### src/rtl/if_fetch_stage_if.sv
// Bundles the fetch stage's control inputs, imem port and IF/ID outputs.
interface if_fetch_stage_if;
    logic        load_busy;
    logic        stall;
    logic        redirect_valid;
    logic [31:0] redirect_pc;
    logic [31:0] inst_code;
    logic [31:0] imem_addr;
    logic        ifid_valid;
    logic [31:0] ifid_pc;
    logic [31:0] ifid_pc_plus4;
    logic [31:0] ifid_inst;
    logic        fetch_fault;

    // Fetch stage side.
    modport slave (
        input  load_busy, stall, redirect_valid, redirect_pc, inst_code,
        output imem_addr, ifid_valid, ifid_pc, ifid_pc_plus4, ifid_inst, fetch_fault
    );

    // Environment side (control, imem model, decode).
    modport master (
        output load_busy, stall, redirect_valid, redirect_pc, inst_code,
        input  imem_addr, ifid_valid, ifid_pc, ifid_pc_plus4, ifid_inst, fetch_fault
    );
endinterface

### src/rtl/if_fetch_stage.sv
// Instruction fetch stage: owns the PC, drives the imem word address, and
// registers the returned instruction into IF/ID. Handles stall, redirect
// flush, the imem load window, and misaligned/out-of-range fetch faults.
module if_fetch_stage #(
    parameter logic [31:0] RESET_PC = 32'h0000_0000,
    parameter logic [31:0] PC_MAX   = 32'h07FF_FFFC,
    parameter logic [31:0] NOP_INST = 32'h0000_0013
) (
    input  logic          clk,
    input  logic          rst_n,
    if_fetch_stage_if.slave bus
);

    localparam logic [1:0] S_LOAD_WAIT = 2'd0;
    localparam logic [1:0] S_FETCH     = 2'd1;
    localparam logic [1:0] S_FAULT     = 2'd2;

    logic [1:0]  r_state;
    logic [31:0] r_pc_p0;
    logic        r_vld_p1;
    logic [31:0] r_ifid_pc_p1;
    logic [31:0] r_ifid_pc4_p1;
    logic [31:0] r_ifid_inst_p1;
    logic        r_fault;

    logic [31:0] w_pc_plus4;
    logic        w_pc_bad;

    // Next sequential address wraps modulo 2^32; overflow is caught by w_pc_bad.
    assign w_pc_plus4 = r_pc_p0 + 32'd4;
    assign w_pc_bad   = (r_pc_p0[1:0] != 2'b00) || (r_pc_p0 > PC_MAX);

    // imem address is the PC register only; no input reaches it combinationally.
    assign bus.imem_addr     = r_pc_p0;
    assign bus.ifid_valid    = r_vld_p1;
    assign bus.ifid_pc       = r_ifid_pc_p1;
    assign bus.ifid_pc_plus4 = r_ifid_pc4_p1;
    assign bus.ifid_inst     = r_ifid_inst_p1;
    assign bus.fetch_fault   = r_fault;

    // FSM, PC and IF/ID register update in priority order load > redirect > fault > stall.
    always_ff @(posedge clk or negedge rst_n) begin
        if (!rst_n) begin
            r_state        <= S_LOAD_WAIT;
            r_pc_p0        <= RESET_PC;
            r_vld_p1       <= 1'b0;
            r_ifid_pc_p1   <= 32'd0;
            r_ifid_pc4_p1  <= 32'd0;
            r_ifid_inst_p1 <= NOP_INST;
            r_fault        <= 1'b0;
        end else begin
            case (r_state)
                S_LOAD_WAIT: begin
                    r_vld_p1 <= 1'b0;
                    r_pc_p0  <= RESET_PC;
                    if (!bus.load_busy) begin
                        r_state <= S_FETCH;
                    end
                end
                S_FETCH: begin
                    if (bus.load_busy) begin
                        r_state        <= S_LOAD_WAIT;
                        r_pc_p0        <= RESET_PC;
                        r_vld_p1       <= 1'b0;
                        r_ifid_inst_p1 <= NOP_INST;
                    end else if (bus.redirect_valid) begin
                        r_pc_p0        <= bus.redirect_pc;
                        r_vld_p1       <= 1'b0;
                        r_ifid_inst_p1 <= NOP_INST;
                    end else if (w_pc_bad) begin
                        // inst_code for a bad address is never captured.
                        r_state  <= S_FAULT;
                        r_fault  <= 1'b1;
                        r_vld_p1 <= 1'b0;
                    end else if (!bus.stall) begin
                        r_ifid_pc_p1   <= r_pc_p0;
                        r_ifid_pc4_p1  <= w_pc_plus4;
                        r_ifid_inst_p1 <= bus.inst_code;
                        r_vld_p1       <= 1'b1;
                        r_pc_p0        <= w_pc_plus4;
                    end
                end
                S_FAULT: begin
                    r_vld_p1 <= 1'b0;
                    if (bus.load_busy) begin
                        r_state        <= S_LOAD_WAIT;
                        r_pc_p0        <= RESET_PC;
                        r_fault        <= 1'b0;
                        r_ifid_inst_p1 <= NOP_INST;
                    end else if (bus.redirect_valid) begin
                        r_state        <= S_FETCH;
                        r_pc_p0        <= bus.redirect_pc;
                        r_fault        <= 1'b0;
                        r_ifid_inst_p1 <= NOP_INST;
                    end
                end
                default: begin
                    r_state  <= S_LOAD_WAIT;
                    r_pc_p0  <= RESET_PC;
                    r_vld_p1 <= 1'b0;
                    r_fault  <= 1'b0;
                end
            endcase
        end
    end

endmodule

### src/flat_wrapper.sv
// flat-port wrapper written by rule: the top's interface ports become plain ports
module if_fetch_stage_flat 
#(
    parameter logic [31:0] RESET_PC = 32'h0000_0000,
    parameter logic [31:0] PC_MAX   = 32'h07FF_FFFC,
    parameter logic [31:0] NOP_INST = 32'h0000_0013
)
  (clk, rst_n, bus_load_busy, bus_stall, bus_redirect_valid, bus_redirect_pc, bus_inst_code, bus_imem_addr, bus_ifid_valid, bus_ifid_pc, bus_ifid_pc_plus4, bus_ifid_inst, bus_fetch_fault);
  if_fetch_stage_if bus_i ();
  input  logic clk;
  input  logic rst_n;
  input wire logic [$bits(bus_i.load_busy)-1:0] bus_load_busy;
  input wire logic [$bits(bus_i.stall)-1:0] bus_stall;
  input wire logic [$bits(bus_i.redirect_valid)-1:0] bus_redirect_valid;
  input wire logic [$bits(bus_i.redirect_pc)-1:0] bus_redirect_pc;
  input wire logic [$bits(bus_i.inst_code)-1:0] bus_inst_code;
  output wire logic [$bits(bus_i.imem_addr)-1:0] bus_imem_addr;
  output wire logic [$bits(bus_i.ifid_valid)-1:0] bus_ifid_valid;
  output wire logic [$bits(bus_i.ifid_pc)-1:0] bus_ifid_pc;
  output wire logic [$bits(bus_i.ifid_pc_plus4)-1:0] bus_ifid_pc_plus4;
  output wire logic [$bits(bus_i.ifid_inst)-1:0] bus_ifid_inst;
  output wire logic [$bits(bus_i.fetch_fault)-1:0] bus_fetch_fault;
  assign bus_i.load_busy = bus_load_busy;
  assign bus_i.stall = bus_stall;
  assign bus_i.redirect_valid = bus_redirect_valid;
  assign bus_i.redirect_pc = bus_redirect_pc;
  assign bus_i.inst_code = bus_inst_code;
  assign bus_imem_addr = bus_i.imem_addr;
  assign bus_ifid_valid = bus_i.ifid_valid;
  assign bus_ifid_pc = bus_i.ifid_pc;
  assign bus_ifid_pc_plus4 = bus_i.ifid_pc_plus4;
  assign bus_ifid_inst = bus_i.ifid_inst;
  assign bus_fetch_fault = bus_i.fetch_fault;
  if_fetch_stage #(.RESET_PC(RESET_PC), .PC_MAX(PC_MAX), .NOP_INST(NOP_INST)) u_core (.clk(clk), .rst_n(rst_n), .bus(bus_i));
endmodule
### config.mk
export PLATFORM = sky130hd
export DESIGN_NAME = if_fetch_stage_flat
export DESIGN_NICKNAME = d
export VERILOG_FILES = /design/src/rtl/if_fetch_stage_if.sv /design/src/rtl/if_fetch_stage.sv /design/src/flat_wrapper.sv
export SDC_FILE = /design/constraint.sdc
export NUM_CORES = 1
export LEC_CHECK = 0
export CORE_UTILIZATION = 25
export CTS_CLUSTER_DIAMETER = 30
export DETAILED_ROUTE_END_ITERATION = 10
export HOLD_SLACK_MARGIN = 0.12
export SLEW_MARGIN = 20
export SYNTH_ARGS = -nofsm -noshare
export SYNTH_HDL_FRONTEND = slang
export SYNTH_SLANG_ARGS = --single-unit
### constraint.sdc
create_clock -name clk -period 3.36 [get_ports clk]
set_clock_uncertainty 0.05 [all_clocks]
set_input_delay 0.672 -clock clk [delete_from_list [all_inputs] [get_ports clk]]
set_output_delay 0.672 -clock clk [all_outputs]
set_load 0.01 [all_outputs]
# Word-level counts from Yosys, hierarchy flattened
# Index checks and enable logic that the tools add are counted.
[classes]
addsub = 1
n_lt_le_gt_ge = 1
n_eq_ne = 12
muxes = 32
bitwise_logic = 5
n_reduce_logical = 9
[ops]
columns = ["operator", "count"]
rows = [
  ["32-bit 2-to-1 mux", 12],
  ["32-bit one-hot mux with 2 select lines", 2],
  ["32-bit by 3-bit adder with 32-bit output, second input constant", 1],
  ["32-bit by 27-bit > comparator with 1-bit output, second input constant", 1],
  ["2-bit 2-to-1 mux", 6],
  ["1-bit 2-to-1 mux", 10],
  ["5-bit AND reduction", 2],
  ["4-bit inequality test, second input constant", 2],
  ["4-bit AND reduction", 2],
  ["2-bit inequality test, second input constant", 3],
  ["3-bit inequality test, second input constant", 2],
  ["2-bit one-hot mux with 3 select lines", 1],
  ["5-bit by 4-bit inequality test with 1-bit output, second input constant", 1],
  ["1-bit NOT", 5],
  ["2-bit nonzero test", 2],
  ["3-bit by 2-bit inequality test with 1-bit output, second input constant", 1],
  ["1-bit one-hot mux with 3 select lines", 1],
  ["3-bit AND reduction", 1],
  ["2-bit by 1-bit == test with 1-bit output, second input constant", 1],
  ["2-bit == test, second input constant", 1],
  ["2-bit logical NOT", 1],
  ["2-bit by 1-bit inequality test with 1-bit output, second input constant", 1],
  ["1-bit logical OR", 1],
]
[totals]
register_bits = 132
input_bits = 69
output_inout_bits = 130
word_cells = 67

# Depth between registers and ports, before layout
# Gate-level depths: netlist of run 1.
[logic_depth]
depth_word = 6
ltp_mapped = 9
mapped_depth_nobuf = 7

# Worst setup path after synthesis of run 1
# No wires, ideal clock.
[synth_path]
kind = "input to register"
startpoint = "input port bus_load_busy"
endpoint = "register u_core.r_ifid_pc_p1[2] (netlist: u_core.bus.ifid_pc[2])"
setup_ps = 128
arrival_time_ps = 2294
required_time_ps = 3182
path_slack_ps = 888
stages = 6
n_path_buf = 2
cell_sequence = "clkbuf_1 > nor2_1 > nand2_1 > a2111oi_4 > buf_2 > mux2_1"
[synth_between]
elab_chain_len = 2
[synth_rtl]
columns = ["item", "line", "source"]
rows = [
  ["start: declaration", "flat_wrapper.sv:12", "input wire logic [$bits(bus_i.load_busy)-1:0] bus_load_busy;"],
  ["1-bit NOT (no line)", "n/a", ""],
  ["5-bit AND reduction (no line)", "n/a", ""],
  ["end signal: assignment", "if_fetch_stage.sv:76", "r_ifid_pc_p1 <= r_pc_p0;"],
  ["end: declaration", "if_fetch_stage.sv:21", "logic [31:0] r_ifid_pc_p1;"],
]
# Every way passes these cells.
# A chain may end at the register's enable or synchronous reset.

# Final worst setup path of run 1
[layout_path]
startpoint = "register u_core.r_pc_p0[2] (netlist: u_core.bus.imem_addr[2])"
endpoint = "register u_core.r_pc_p0[17] (netlist: u_core.bus.imem_addr[17])"
[layout_between]
elab_chain_len = 6
word_cells_on_any_way = 10
classes_between = "add/sub: 1; order compare: 1; eq/ne: 1; mux: 5; reduce/logical: 2"
[layout_rtl]
columns = ["item", "line", "source"]
rows = [
  ["start: declaration", "if_fetch_stage.sv:19", "logic [31:0] r_pc_p0;"],
  ["start signal: assignment", "if_fetch_stage.sv:67", "r_pc_p0 <= bus.redirect_pc;"],
  ["start signal: assignment", "if_fetch_stage.sv:80", "r_pc_p0 <= w_pc_plus4;"],
  ["start signal: assignment", "if_fetch_stage.sv:92", "r_pc_p0 <= bus.redirect_pc;"],
  ["32-bit by 3-bit adder with 32-bit output", "if_fetch_stage.sv:30", "assign w_pc_plus4 = r_pc_p0 + 32'd4;"],
  ["32-bit 2-to-1 mux", "if_fetch_stage.sv:75", "end else if (!bus.stall) begin"],
  ["32-bit 2-to-1 mux", "if_fetch_stage.sv:70", "end else if (w_pc_bad) begin"],
  ["32-bit 2-to-1 mux", "if_fetch_stage.sv:66", "end else if (bus.redirect_valid) begin"],
  ["32-bit 2-to-1 mux", "if_fetch_stage.sv:61", "if (bus.load_busy) begin"],
  ["32-bit one-hot mux with 2 select lines", "if_fetch_stage.sv:52", "case (r_state)"],
]
# Parallel ways exist; a longest one is shown, timed or not. The select of a mux whose other input is x is not followed.

==> flow_summary_export.csv, run 1 <==
group,metric,value,unit
min_path,hp-class,"in -> async",
synthesis,synth_async_sr_flop_share,100,%
cts,clk_latency,0.42,ns
layout,fin_cells,1130,
floorplanning,start_util,25.5,%
timing,drv_slew,0,
floorplanning,dieWidth,160,um
critical_path,start_kind,"flop",
routing,wl_per_cell,17.3,um
synthesis,synth_warnings,0,
timing,final-setup-viol-count,0,
place,dp.cells,1101,
timing,setup_ws,0.506,ns
critical_path,reg2reg_depth,6,
cts,cts-root-buf,"clkbuf_16",
cts,post-cts-setup-buffers,0,
cts,clkTransAtPathRegs,0.06,ns
cts,postCtsResizedCells,0,
timing,finalSetupTns,0,ns
pwr,pwr-share-comb,41.9,%
routing,firstDrtPassIters,5,
global_route,grt_max_degree,66,
layout,diodes,0,
floorplanning,ios,199,
synthesis,synthFlopType,"dfrtp_1",
routing,drt_iter0_markers,333,
cts,cts_tree,"built",
pwr,seqPwrFrac,33.8,%
layout,nNetsFinal,871,
synthesis,syn_area,6230,um^2
global_route,grt_use_total,15.8,%
global_route,grt.overflow.total,0,
critical_path,path_buf_inv,0,
floorplanning,core_area,24400,um^2
place,placed_area,8760,um^2
critical_path,cp_top_family,"compound AO/OA/AOI/OAI gates",
pwr,leakagePower,3.91,nW
synthesis,yosysUniqueCellTypes,51,
synthesis,syn_inst,588,
critical_path,slowest_delay,0.81,ns
synthesis,synthesis.nets,663,
timing,fmax,350,MHz
timing,fin_crit_sh,84.9,%
pwr,swShare,33.8,%
pwr,p_switching,2.34,mW
critical_path,cp.arrival,3.07,ns
place,post-place-ws,0.240,ns
routing,ant_nets,0,
synthesis,synth-seq-cells,130,
place,port_buffers,198,
place,gp_congestion,0.778,
place,dp_hpwl,14200,um
job,max_cap_viol_count,0,
cts,hold_buffers,0,
pwr,power_density,747,nW/um^2
global_route,grt_pass1_wl,30900,um
timing,rsz0062_at_grt,"false",
synthesis,synth_seq_area_share,52.3,%
routing,vias_per_cell,4.70,
timing,hold_ws,0.183,ns
timing,fin_crit,2.85,ns
layout,area_growth,48.9,%
critical_path,required,3.57,ns
critical_path,cp_max_fo,13,
floorplanning,die_h,160,um
pwr,p_int,4.59,mW
critical_path,crit_chain,"ha_1 -> nand4b_1 -> nor4_2 -> a21boi_2 -> o21ai_1 -> o22ai_1",
layout,final_util,38.0,%
cts,clock-sinks,130,
timing,relSlewSlack,32.0,%
timing,finalHoldViolCount,0,
floorplanning,row_count,57,
critical_path,endpoint_kind,"flop",
routing,remaining_drc_errors,0,
layout,drive_above_1_share,9.55,%
layout,fin_area,9270,um^2
timing,worst_pin_slew,1.01,ns
pwr,power,6.93,mW
cts,cts_max_level,4,
critical_path,cpMaxStageDelayCell,"o21ai_1",
pwr,clkPwrFrac,24.4,%
run_status,status,"complete, no violations",
critical_path,cp.depth,6,
floorplanning,dieArea,25500,um^2
routing,vias,5315,
global_route,grt_pass1_vias,5231,
routing,totalWireLength,19600,um
synthesis,syn_avg_cell_area,10.6,um^2
critical_path,worstSetupPathType,"reg -> reg",
layout,n_fill_cell,2462,
cts,cts_made_buffers,17,
cts,clockBufferDepth,2,
pwr,irDropWorstVdd,0.000336,V
global_route,antenna_found_initial,2,
synthesis,synth_edf_count,0,
==> final cells by class <==
class                      count  area [um^2]  share of cell area, %
sequential                   130         3260                   35.1
inverter                      41          154                   1.66
clock buffer                  22          454                   4.90
timing repair buffer         232         2300                   24.8
multi-input combinational    374         2640                   28.5
clock inverter                 7         62.6                  0.675
tap                          324          405                   4.37
==> placed cells by master, fill, tap and decap left out, drive strengths merged, types with 14 or more instances in the layout <==
master and count:
nor2 37, nand3 14, clkbuf 22, buf 35, dfrtp 127, nor3 14, inv 41, o22ai 16
a21oi 28, o2bb2ai 19, mux2 34, clkdlybuf4s50 197, nand2 50, xnor2 20, a22oi 17, mux2i 31
==> state kept, by name (all words and copies together), names as in the netlist <==
signal / count
u_core.r_state: 2
u_core.bus.ifid_pc_plus4: 30
u_core.bus.ifid_pc: 32
u_core.bus.imem_addr: 32
u_core.bus.ifid_inst: 32
u_core.bus.ifid_valid: 1
u_core.bus.fetch_fault: 1
==> metal layers <==
metal  GRT usage [%]  vias to the layer above  routed length (um)
li1                -                     2485                   -
met1            21.1                     2628                8710
met2            24.5                      172                9030
met3            5.22                       26                1560
met4            4.37                        4                 256
met5               0                        -                  24
==> power by group through the flow <==
stage / Clock, mW / Combinational, mW / Sequential, mW
finish: 1.69 / 2.90 / 2.34
global route: 1.82 / 3.12 / 2.41
CTS: 1.75 / 2.94 / 2.35
detailed placement: 0 / 2.93 / 2.37
global placement: 0 / 2.90 / 2.36
floorplan: 0 / 1.17 / 2.53
==> cells in the mapped netlist, drive strengths merged, types with 3 or more instances <==
cell | count | share of area (%)
a21oi | 28 | 2.3
a22o | 8 | 1.1
a22oi | 17 | 2.0
a32oi | 3 | 0.42
and3 | 6 | 0.60
and4 | 5 | 0.70
buf | 17 | 1.5
clkbuf | 26 | 1.6
dfrtp | 127 | 51
dfstp | 3 | 1.3
ha | 6 | 1.2
inv | 41 | 2.5
mux2 | 34 | 6.1
mux2i | 31 | 5.0
nand2 | 50 | 3.0
nand2b | 6 | 0.60
nand3 | 14 | 1.1
nand4 | 8 | 0.80
nor2 | 37 | 2.2
nor2b | 11 | 1.1
nor3 | 14 | 1.1
nor4 | 5 | 0.60
o21ai | 5 | 0.40
o22ai | 16 | 1.6
o2bb2ai | 19 | 2.7
o31ai | 5 | 0.60
xnor2 | 20 | 2.8
xor2 | 4 | 0.56
==> final timing paths <==
check	from	endpoint	slack, ns
worst max-delay path	u_core.bus.imem_addr[2]	u_core.bus.imem_addr[17]	0.51
worst min-delay path	rst_n	u_core.bus.ifid_inst[13]	0.18
worst max register to register	u_core.bus.imem_addr[2]	u_core.bus.imem_addr[17]	0.51
worst min register to register	u_core.bus.ifid_pc[6]	u_core.bus.ifid_pc[6]	0.43
max in group asynchronous	rst_n	u_core.bus.ifid_inst[4]	2.29
min in group clk	u_core.bus.ifid_pc[6]	u_core.bus.ifid_pc[6]	0.43
==> cells by family after synthesis <==
logic type | Yosys count | synth area share, %
AO/OA/AOI/OAI | 115 | 13.4
buffers and inverters | 84 | 5.59
XOR/XNOR | 24 | 3.38
adder cells (fa/ha/maj) | 6 | 1.21
flip-flops | 130 | 52.3
multiplexers | 65 | 11.1
AND/OR/NAND/NOR | 164 | 12.9
No activity file was read; power rests on OpenSTA's default activity.
==> inputs of run 2 (changes only) <==
==> constraint.sdc (replaced) <==
create_clock -name clk -period 2.9 [get_ports clk]
set_clock_uncertainty 0.05 [all_clocks]
set_input_delay 0.58 -clock clk [delete_from_list [all_inputs] [get_ports clk]]
set_output_delay 0.58 -clock clk [all_outputs]
set_load 0.01 [all_outputs]
==> run 2 against run 1 <==
Final cell count increased by 1.8%. Fmax is 8.6% higher. Total power increased by 20%. Sequential power increased by 15%. Routed wire length rose by 0.96%. Sequential share of layout area shrank 0.73 points. Register-to-register slack got worse by 0.23 ns. Flip-flop and latch count did not move. Die area unchanged. Worst setup slack got worse by 0.23 ns. First-iteration DRC count grew 0.90%. Global-route usage down 0.17 points. Critical path type unchanged. Critical endpoint is now u_core.bus.imem_addr[22]. Highest routed layer is now met4.
==> flow_summary_export.csv, run 2 (synthesized netlist as in run 1, its figures left out) <==
group,metric,value,unit
timing,setup_ws,0.273,ns
global_route,busiest_layer,"met2",
global_route,use_met1,20.8,%
floorplanning,die_h,160,um
global_route,met3_usage,4.23,%
timing,fin_crit,2.63,ns
layout,diodes,0,
floorplanning,ios,199,
floorplanning,row_count,57,
critical_path,r2r_end,"u_core.bus.imem_addr[22]",
min_path,hp-start,"u_core.bus.ifid_pc[14]",
critical_path,endpoint_kind,"flop",
timing,worst_pin_slew,0.744,ns
timing,drv_slew,0,
critical_path,reg2reg_depth,7,
place,post-place-ws,-0.0441,ns
timing,rsz0062_at_grt,"false",
floorplanning,dieArea,25500,um^2
min_path,whs_endpoint,"u_core.bus.ifid_pc[14]",
layout,fin_area,9470,um^2
timing,fmax,381,MHz
layout,layout_common_cells,"197 x clkdlybuf4s50_1, 127 x dfrtp_1, 50 x nand2_1",
cts,clk_latency,0.43,ns
global_route,grt_max_degree,56,
critical_path,start_kind,"flop",
cts,clockBufferDepth,2,
routing,vias,5347,
cts,clock-sinks,130,
pwr,leakagePower,4.02,nW
critical_path,required,3.14,ns
critical_path,cp_max_fo,10,
layout,multiInputGateArea,2640,um^2
timing,final-setup-viol-count,0,
critical_path,startpoint,"u_core.bus.imem_addr[2]",
global_route,grt_use_met2,24.7,%
place,port_buffers,198,
global_route,grt_pass1_vias,5313,
layout,drive_above_1_share,12.1,%
routing,drt_iter0_markers,336,
min_path,whs_path_depth,1,
job,max_cap_viol_count,0,
global_route,antenna_found_initial,0,
place,gp_congestion,0.783,
run_status,status,"complete, no violations",
cts,cts_made_buffers,17,
layout,area_growth,52.1,%
cts,cts_tree,"built",
routing,wl_per_cell,17.2,um
floorplanning,core_area,24400,um^2
floorplanning,dieWidth,160,um
global_route,grt_pass1_wl,30500,um
layout,n_fill_cell,2421,
timing,finalHoldViolCount,0,
place,placed_area,8850,um^2
pwr,power,8.29,mW
critical_path,r2r_slack,0.27,ns
cts,clkTransAtPathRegs,0.06,ns
routing,remaining_drc_errors,0,
layout,nNetsFinal,888,
routing,ant_nets,0,
pwr,power_density,875,nW/um^2
pwr,irDropWorstVdd,0.000368,V
timing,fin_crit_sh,90.6,%
place,dp_hpwl,14500,um
global_route,grt_use_total,15.7,%
layout,seqCellArea,3260,um^2
critical_path,worstSetupPathType,"reg -> reg",
routing,totalWireLength,19800,um
floorplanning,start_util,25.5,%
global_route,grt.overflow.total,0,
timing,relSlewSlack,50.0,%
critical_path,cp.arrival,2.87,ns
routing,firstDrtPassIters,4,
cts,cts_max_level,4,
min_path,hp-class,"reg -> reg",
cts,cts-root-buf,"clkbuf_16",
layout,final_common_cell,"clkdlybuf4s50_1",
critical_path,reg2reg_from,"u_core.bus.imem_addr[2]",
routing,vias_per_cell,4.65,
run 2: cell count changes in the layout (fill, tap and decap cells not counted), sizes merged:
cell,before,now
buf,35,51
dlygate4sd3,0,1
clkbuf,22,19
clkinvlp,1,4
inv,41,42
bufinv,1,3
run 2: area by class of cell:
| class | count | area share [%] |
|---|---|---|
| flip-flops and latches | 130 | 34.4 |
| multi-input cells | 374 | 27.9 |
| repair buffers | 249 | 25.4 |
| clock buffers | 19 | 4.68 |
| well taps | 324 | 4.28 |
| clock inverters | 13 | 1.70 |
| inverters | 41 | 1.63 |
run 2: how the worst max path moves through the flow:
| stage | to | slack (ns) |
|---|---|---|
| after floorplan | u_core.bus.ifid_pc[2] | 0.44 |
| after global placement | u_core.bus.imem_addr[17] | 0.03 |
| after detailed placement | u_core.bus.imem_addr[17] | -0.04 |
| after CTS | u_core.bus.imem_addr[17] | 0.06 |
| after global routing | u_core.bus.imem_addr[22] | 0.11 |
| final | u_core.bus.imem_addr[22] | 0.27 |
run 2: repair_timing:
action                     4_1_cts  5_1_grt
resized for setup                0        1
setup endpoints to repair        0       13
hold buffers                     1        0
setup buffers                    0        0
hold endpoints to repair        49        0
run 2: where the power goes:
group	internal [mW]	switching [mW]
sequential	2.35	0.328
clock	1.37	0.848
combinational	1.77	1.61
total	5.50	2.79
run 2: critical path: stages (launching register included):
cell      delay, ns
dfrtp_1        0.45
ha_1           0.30
nand4b_1       0.23
nor4_2         0.45
a21boi_2       0.15
nor2_1         0.44
buf_4          0.29
o22ai_1        0.12
run 2: metal layers:
metal | share of wire (%) | routed length [um] | vias to the layer above
met5 | 0 | 0 | -
met4 | 1.1 | 226 | 0
li1 | - | - | 2532
met3 | 6.2 | 1230 | 15
met2 | 47 | 9310 | 171
met1 | 46 | 9000 | 2629
run 2: through the flow:
| stage | utilization [%] | setup TNS [ns] | hold WS (ns) | instances |
|---|---|---|---|---|
| finish | 38.8 | 0 | 0.431 | 1150 |
| global placement | 36.3 | 0 | 0.417 | 1117 |
| detailed placement | 36.3 | -0.115 | 0.424 | 1117 |
| global route | 38.8 | 0 | 0.451 | 1150 |
| floorplan | - | 0 | 0.234 | 588 |
| CTS | 38.8 | 0 | 0.437 | 1150 |
==> inputs of run 3 (changes only) <==
--- a/config.mk
+++ b/config.mk
@@ -5,6 +5,7 @@
 export SDC_FILE = /design/constraint.sdc
 export NUM_CORES = 1
 export LEC_CHECK = 0
+export CORE_MARGIN = 1
 export CORE_UTILIZATION = 25
 export CTS_CLUSTER_DIAMETER = 30
 export DETAILED_ROUTE_END_ITERATION = 10
==> results of run 3 <==
Final layout, timing and power as in run 2 (identical DEF).
